$ cat config.mk
export PLATFORM = sky130hd
export DESIGN_NAME = sar_scan_ctrl
export DESIGN_NICKNAME = d
export VERILOG_FILES = /design/src/rtl/sar_scan_ctrl.sv
export SDC_FILE = /design/constraint.sdc
export NUM_CORES = 1
export LEC_CHECK = 0
export CORE_ASPECT_RATIO = 1.75
export CORE_MARGIN = 2
export CORE_UTILIZATION = 45
export CTS_BUF_LIST = sky130_fd_sc_hd__clkbuf_8 sky130_fd_sc_hd__clkbuf_16
export DETAILED_ROUTE_END_ITERATION = 6
export GPL_TIMING_DRIVEN = 0
export PLACE_DENSITY = 0.72
export SYNTH_ARGS = -nofsm -noshare
export SYNTH_HDL_FRONTEND = slang
export SYNTH_SLANG_ARGS = --single-unit
$ cat constraint.sdc
create_clock -name clk -period 2.25 [get_ports clk]
set_clock_uncertainty 0.1 [all_clocks]
set_input_delay 0.45 -clock clk [delete_from_list [all_inputs] [get_ports clk]]
set_output_delay 0.45 -clock clk [all_outputs]
set_load 0.1 [all_outputs]
$ cat src/rtl/sar_scan_ctrl.sv
// Round-robin scan controller for a 4-channel SAR ADC front end.
// Sequences sample/hold, SAR start, conversion wait with timeout, and a ready/valid result port.
module sar_scan_ctrl #(
  parameter int unsigned SAMPLE_CYC  = 4,
  parameter int unsigned TIMEOUT_CYC = 15
) (
  input  logic       clk,
  input  logic       rest,
  input  logic [3:0] req,
  output logic [3:0] ack,
  output logic [1:0] ch_sel,
  output logic       sh,
  output logic       sar_ena,
  input  logic       sar_done,
  input  logic [5:0] sar_data,
  output logic       res_valid,
  input  logic       res_ready,
  output logic [5:0] res_data,
  output logic [1:0] res_ch,
  output logic       busy,
  output logic       err
);

  typedef enum logic [2:0] {
    StIdle,
    StSample,
    StStart,
    StConvert,
    StOutput
  } state_e;

  localparam logic [5:0] SampleLast = 6'(SAMPLE_CYC - 1);
  localparam logic [5:0] TimeoutCnt = 6'(TIMEOUT_CYC);

  state_e     state_q, state_d;
  logic [5:0] cnt_q, cnt_d;
  logic [1:0] last_q, last_d;
  logic [1:0] ch_sel_q, ch_sel_d;
  logic [3:0] ack_q, ack_d;
  logic       sh_q, sh_d;
  logic       sar_ena_q, sar_ena_d;
  logic       res_valid_q, res_valid_d;
  logic [5:0] res_data_q, res_data_d;
  logic [1:0] res_ch_q, res_ch_d;
  logic       busy_q, busy_d;
  logic       err_q, err_d;

  logic [1:0] grant;
  logic [1:0] idx;
  logic       found;

  // Search starts one past the last serviced channel and wraps mod 4.
  always_comb begin
    grant = last_q + 2'd1;
    idx   = last_q;
    found = 1'b0;
    for (int i = 0; i < 4; i++) begin
      idx = last_q + 2'(i + 1);
      if (!found && req[idx]) begin
        grant = idx;
        found = 1'b1;
      end
    end
  end

  always_comb begin
    state_d     = state_q;
    cnt_d       = cnt_q;
    last_d      = last_q;
    ch_sel_d    = ch_sel_q;
    ack_d       = 4'b0000;
    sh_d        = 1'b0;
    sar_ena_d   = 1'b0;
    res_valid_d = res_valid_q;
    res_data_d  = res_data_q;
    res_ch_d    = res_ch_q;
    err_d       = err_q;

    unique case (state_q)
      StIdle: begin
        if (|req) begin
          ch_sel_d = grant;
          cnt_d    = 6'd0;
          sh_d     = 1'b1;
          state_d  = StSample;
        end
      end
      StSample: begin
        if (cnt_q == SampleLast) begin
          cnt_d     = 6'd0;
          sar_ena_d = 1'b1;
          state_d   = StStart;
        end else begin
          cnt_d = cnt_q + 6'd1;
          sh_d  = 1'b1;
        end
      end
      StStart: begin
        // First CONVERT cycle is the first cycle after the start pulse.
        cnt_d   = 6'd1;
        state_d = StConvert;
      end
      StConvert: begin
        if (sar_done) begin
          res_data_d  = sar_data;
          res_ch_d    = ch_sel_q;
          res_valid_d = 1'b1;
          cnt_d       = 6'd0;
          state_d     = StOutput;
        end else if (cnt_q + 6'd1 == TimeoutCnt) begin
          err_d   = 1'b1;
          last_d  = ch_sel_q;
          cnt_d   = 6'd0;
          state_d = StIdle;
        end else begin
          cnt_d = cnt_q + 6'd1;
        end
      end
      StOutput: begin
        if (res_ready) begin
          res_valid_d = 1'b0;
          ack_d       = 4'b0001 << res_ch_q;
          last_d      = res_ch_q;
          state_d     = StIdle;
        end
      end
      default: begin
        state_d = StIdle;
      end
    endcase

    busy_d = (state_d != StIdle);
  end

  always_ff @(posedge clk or negedge rest) begin
    if (!rest) begin
      state_q     <= StIdle;
      cnt_q       <= 6'd0;
      last_q      <= 2'd3;
      ch_sel_q    <= 2'd0;
      ack_q       <= 4'b0000;
      sh_q        <= 1'b0;
      sar_ena_q   <= 1'b0;
      res_valid_q <= 1'b0;
      res_data_q  <= 6'd0;
      res_ch_q    <= 2'd0;
      busy_q      <= 1'b0;
      err_q       <= 1'b0;
    end else begin
      state_q     <= state_d;
      cnt_q       <= cnt_d;
      last_q      <= last_d;
      ch_sel_q    <= ch_sel_d;
      ack_q       <= ack_d;
      sh_q        <= sh_d;
      sar_ena_q   <= sar_ena_d;
      res_valid_q <= res_valid_d;
      res_data_q  <= res_data_d;
      res_ch_q    <= res_ch_d;
      busy_q      <= busy_d;
      err_q       <= err_d;
    end
  end

  assign ack       = ack_q;
  assign ch_sel    = ch_sel_q;
  assign sh        = sh_q;
  assign sar_ena   = sar_ena_q;
  assign res_valid = res_valid_q;
  assign res_data  = res_data_q;
  assign res_ch    = res_ch_q;
  assign busy      = busy_q;
  assign err       = err_q;

endmodule

==> impl_metrics.py, run 1 <==
metrics = {
    "setup_path": {
        "rrSetupSlack_ns": 0.38,
        "critical_path_depth": 1,
        "worst_ep_required_time_ns": 1.70,
        "path_class": "reg2out",
        "startpoint_type": "register",
        "r2r_start": "cnt_q[0]",
        "r2r_cells": 5,
        "rr_endpoint": "cnt_q[1]",
        "crit_fanout": 5,
        "path_buf_inv": 1,
        "crit_slowest_cell": "dlygate4sd2_1",
        "cpLargestDelayFamily": "buffers and inverters",
        "cp-end-kind": "output pin",
        "worst-endpoint-arrival_ns": 1.58,
        "critPathMaxStageDelay_ns": 0.88,
        "worstPathCellList": "dlygate4sd2_1",
    },
    "synth": {
        "synth_compound_area_share_pct": 16.0,
        "ys_warn_count": 0,
        "synth_top_family_by_area": "simple AND/OR/NAND/NOR gates",
        "synth-simple-area-share_pct": 20.5,
        "synth_seq_cells": 30,
        "synth_mux_area_share_pct": 5.17,
        "synth_flop_cell": "dfrtp_1",
        "synth_top_area_cell": "dfrtp_1",
        "synth_cell_types": 45,
        "synth_edf_count": 0,
        "synth_xor_area_share_pct": 1.72,
        "synth_adder_area_share_pct": 1.64,
        "netlist_instances": 152,
        "avgSynthCellArea_um2": 10.0,
        "synthTopCellsByArea": "dfrtp_1, mux2_2, nand2_1",
        "synth_nets": 168,
        "syn_area_um2": 1520,
        "yosysMostFrequentCell": "dfrtp_1",
        "yosys-top-cells-count": "dfrtp_1, nand2_1, nor2_1",
        "synth.top_cell.area_share_pct": 46.0,
        "yosysSeqAreaShare_pct": 49.4,
        "ys_async_sr_fraction_pct": 100,
    },
    "floorplan": {
        "die_h_um": 81.0,
        "die_w_um": 48.0,
        "ioPinCount": 33,
        "rows": 28,
        "core_um2": 3290,
        "start_util_pct": 46.3,
        "dieArea_um2": 3890,
    },
    "outcome": {
        "outcome": "finished, final reports clean",
    },
    "clock_network": {
        "clock_tree.buffer_depth": 2,
        "cts_tree": "built",
        "htreeDepth": 2,
        "cts_buffers": 5,
        "clk_pin_slew_ns": 0.07,
        "clk-insertion-delay-late_ns": 0.28,
        "cts_root_buf": "clkbuf_8",
        "clock_sinks": 30,
    },
    "power_and_ir_drop": {
        "finalPower_mw": 3.24,
        "power_density_nw_per_um2": 1610,
        "ir_drop_v": 0.00102,
        "power.leakage_nw": 0.922,
    },
    "timing": {
        "relSlewSlack_pct": 35.0,
        "rsz0062_at_grt": "no",
        "finalMaxSlewViolations": 0,
        "tightest_slew_ns": 0.978,
        "hold_viol_final": 0,
        "fmax_ghz": 0.470,
        "period_needed_ns": 2.13,
        "post-route-period-util_pct": 94.6,
        "setup_violations": 0,
    },
    "grt": {
        "grt_max_degree": 31,
        "grt_pass1_vias": 1194,
        "grtUsageTotal_pct": 19.1,
        "antenna_found_initial": 0,
        "grt_pass1_wl_mm": 5.20,
        "grt-ovfl-total": 0,
    },
    "drt": {
        "drt_first_pass_iters": 4,
        "post_drt_via_cell_ratio": 5.32,
        "wl_per_cell_um": 13.9,
        "detail-route-antenna-nets": 0,
        "drcViolationCount": 0,
        "drtIter0Drc": 27,
        "vias": 1262,
        "drt_wl_total_mm": 3.30,
    },
    "placement": {
        "gp_congestion": 0.820,
        "port_buffers": 32,
        "dpl_cell_area_um2": 1900,
        "hpwl_mm": 2.53,
    },
    "layout": {
        "stdcell_area_um2": 2010,
        "antennaDiodeCount": 0,
        "synthToLayoutAreaGrowth_pct": 32.2,
        "drive_gt1_share_pct": 15.6,
        "finalNetCount": 207,
    },
    "worst_hold_path": {
        "hp-class": "in2async",
    },
    "job": {
        "maxCapViolCount": 0,
    },
}
==> report_power, final <==
part	internal, mW	switching [mW]
Sequential	0.730	0.135
Combinational	0.413	1.29
Clock	0.472	0.202
==> sequential cells by signal (all words and copies together), names as in the netlist, 2 cells and up <==
signal    count
ack           4
ch_sel        2
cnt_q         6
last_q        2
res_ch        2
res_data      6
state_q       3
==> layer usage <==
| metal | GRT usage [%] | up-vias | routed length, um |
|---|---|---|---|
| met5 | 0 | - | 0 |
| met4 | 8.11 | 0 | 64 |
| met3 | 4.00 | 6 | 133 |
| met2 | 34.8 | 34 | 1890 |
| met1 | 19.5 | 600 | 1210 |
| li1 | - | 622 | - |
==> worst max-delay path by stage <==
stage,from,end,slack [ns]
after CTS,res_ch[1],res_ch[1],0.11
after floorplan,cnt_q[0],last_q[1],0.61
after global placement,req[0],cnt_q[2],-0.02
after detailed placement,req[0],cnt_q[2],-0.1
final,res_ch[1],res_ch[1],0.12
after global routing,req[0],cnt_q[2],0.02
==> per-stage QoR <==
step / worst slack, ns / hold slack [ns] / TNS (ns) / std cells / util (%)
final: 0.122 / 0.0907 / 0 / 237 / 61.2
after global routing: 0.0199 / 0.144 / 0 / 237 / 61.2
after CTS: 0.113 / 0.368 / 0 / 237 / 61.3
after detailed placement: -0.0951 / 0.360 / -0.381 / 229 / 57.7
after global placement: -0.0246 / 0.349 / -0.0425 / 229 / 57.7
after floorplan: 0.610 / 0.0544 / 0 / 152 / -
==> cells in the final DEF, fill, tap and decap left out, types with 4 or more instances in the layout <==
| cell | count |
|---|---|
| dfrtp_1 | 28 |
| inv_1 | 13 |
| a21oi_1 | 4 |
| nor2_1 | 14 |
| o21ai_0 | 8 |
| clkdlybuf4s50_1 | 12 |
| nand3_1 | 5 |
| dlygate4sd2_1 | 19 |
| clkbuf_8 | 6 |
| o211ai_1 | 4 |
| buf_2 | 4 |
| nand2_1 | 15 |
| mux2_2 | 7 |
==> final cells by class <==
type / count / area, um2
fill: 324 / 1280
sequential: 30 / 753
clock buffer: 6 / 82.6
clock inverter: 2 / 60.1
timing repair buffer: 32 / 292
inverter: 13 / 48.8
buffer: 6 / 35.0
tap: 45 / 56.3
multi-input combinational: 103 / 687
==> repair_timing <==
action / CTS / global route
resized for setup: 19 / 0
setup buffers: 0 / 0
hold buffers: 0 / 0
setup endpoints to repair: 19 / 0
hold endpoints to repair: 0 / 0
==> cells by family (layout without fill, tap and decap cells) <==
group,after synthesis,count (layout)
simple gates,56,56
compound gates,35,35
flops,30,30
buf+inv,19,59
mux,7,7
xor+xnor,3,3
fa+ha+maj,2,2
(Power assumes the default switching activity.)
==> inputs of run 2 (changes only) <==
REMOVE_ABC_BUFFERS = 1   (was default)
==> impl_metrics.py, run 2 (synthesis results as in run 1) <==
metrics = {
    "outcome": {
        "outcome": "finished, final reports clean",
    },
    "timing": {
        "finalMaxSlewViolations": 0,
        "setup_violations": 0,
        "relSlewSlack_pct": 34.8,
        "fmax_ghz": 0.468,
        "tightest_slew_ns": 0.983,
        "period_needed_ns": 2.14,
        "hold_viol_final": 0,
        "holdWs_ns": 0.0997,
        "rsz0062_at_grt": "no",
        "post-route-period-util_pct": 95.0,
    },
    "floorplan": {
        "rows": 28,
        "core_um2": 3290,
        "ioPinCount": 33,
        "start_util_pct": 46.3,
        "die_w_um": 48.0,
        "die_h_um": 81.0,
        "dieArea_um2": 3890,
    },
    "grt": {
        "grt-ovfl-total": 0,
        "antenna_found_initial": 0,
        "grt_pass1_vias": 1273,
        "grt_max_degree": 31,
        "grt_pass1_wl_mm": 5.57,
        "grtUsageTotal_pct": 20.2,
    },
    "power_and_ir_drop": {
        "power.leakage_nw": 0.873,
        "ir_drop_v": 0.000881,
        "power_density_nw_per_um2": 1550,
        "finalPower_mw": 2.99,
    },
    "placement": {
        "hpwl_mm": 2.59,
        "dpl_cell_area_um2": 1870,
        "gp_congestion": 0.873,
        "port_buffers": 32,
    },
    "setup_path": {
        "path_buf_inv": 1,
        "crit_end": "res_ch[1]",
        "critical_path_depth": 1,
        "r2r_cells": 5,
        "cp-startpoint": "res_ch[1]",
        "rr_endpoint": "cnt_q[0]",
        "rrSetupSlack_ns": 0.40,
        "startpoint_type": "register",
        "critPathMaxStageDelay_ns": 0.88,
        "worstPathCellList": "dlygate4sd2_1",
        "cp-end-kind": "output pin",
        "worst_ep_required_time_ns": 1.70,
        "r2r_start": "cnt_q[0]",
        "crit_slowest_cell": "dlygate4sd2_1",
        "worst-endpoint-arrival_ns": 1.59,
        "cpLargestDelayFamily": "buffers and inverters",
        "crit_fanout": 5,
        "path_class": "reg2out",
    },
    "layout": {
        "synthToLayoutAreaGrowth_pct": 26.8,
        "drive_gt1_share_pct": 13.4,
        "final_common_cell": "dfrtp_1",
        "stdcell_area_um2": 1930,
        "final_cell_mix": "dfrtp_1, dlygate4sd2_1, nand2_1",
        "finalNetCount": 201,
        "antennaDiodeCount": 0,
        "final_core_util_pct": 58.7,
    },
    "drt": {
        "drtIter0Drc": 46,
        "wl_met1_mm": 1.28,
        "drt_wl_total_mm": 3.36,
        "wl_met3_um": 104,
        "top_layer": "met4",
        "drcViolationCount": 0,
        "post_drt_via_cell_ratio": 5.53,
        "wl_per_cell_um": 14.5,
        "vias": 1277,
        "drt_first_pass_iters": 4,
        "dr_wl_met2_mm": 1.91,
        "detail-route-antenna-nets": 0,
    },
    "job": {
        "maxCapViolCount": 0,
    },
    "clock_network": {
        "clk-insertion-delay-late_ns": 0.28,
        "cts_tree": "built",
        "clock_tree.buffer_depth": 2,
        "clk_pin_slew_ns": 0.07,
        "clock_sinks": 30,
        "postCtsHoldBufs": 0,
        "cts_root_buf": "clkbuf_8",
        "postCtsSetupBuffers": 0,
        "htreeDepth": 2,
        "cts_buffers": 5,
        "ctsResizeCount": 19,
    },
    "worst_hold_path": {
        "hp-class": "in2async",
    },
}
run 2: worst min path at each step:
stage                     start        end  depth (start not counted)
after global placement      err        err                          1
after floorplan            rest     ack[0]                          0
after CTS                   err        err                          1
final                      rest  res_ch[1]                          1
after global routing       rest  ch_sel[0]                          1
after detailed placement    err        err                          1
run 2: metal layers:
layer	track usage, %	vias up
met5	0	-
met4	8.38	0
met3	5.11	4
met2	35.6	29
met1	21.5	630
li1	-	614
run 2: report_power, final:
group	leakage [nW]	internal [mW]	switching [mW]
sequential	0.375	0.730	0.184
clock	0.0472	0.245	0.203
combinational	0.451	0.387	1.24
run 2: metrics by stage:
step | TNS, ns | setup WS, ns | instances
after global placement | -0.0623 | -0.0328 | 223
after global routing | 0 | 0.0394 | 231
after CTS | 0 | 0.106 | 231
final | 0 | 0.112 | 231
after detailed placement | -0.324 | -0.0869 | 223
after floorplan | 0 | 0.610 | 146
run 2: final cells by class:
class,instances,area [um2]
fillers,313,1360
clock inverters,2,12.5
clock buffers,6,82.6
flip-flops and latches,30,753
multi-input cells,103,687
well taps,45,56.3
inverters,13,48.8
repair buffers,32,292
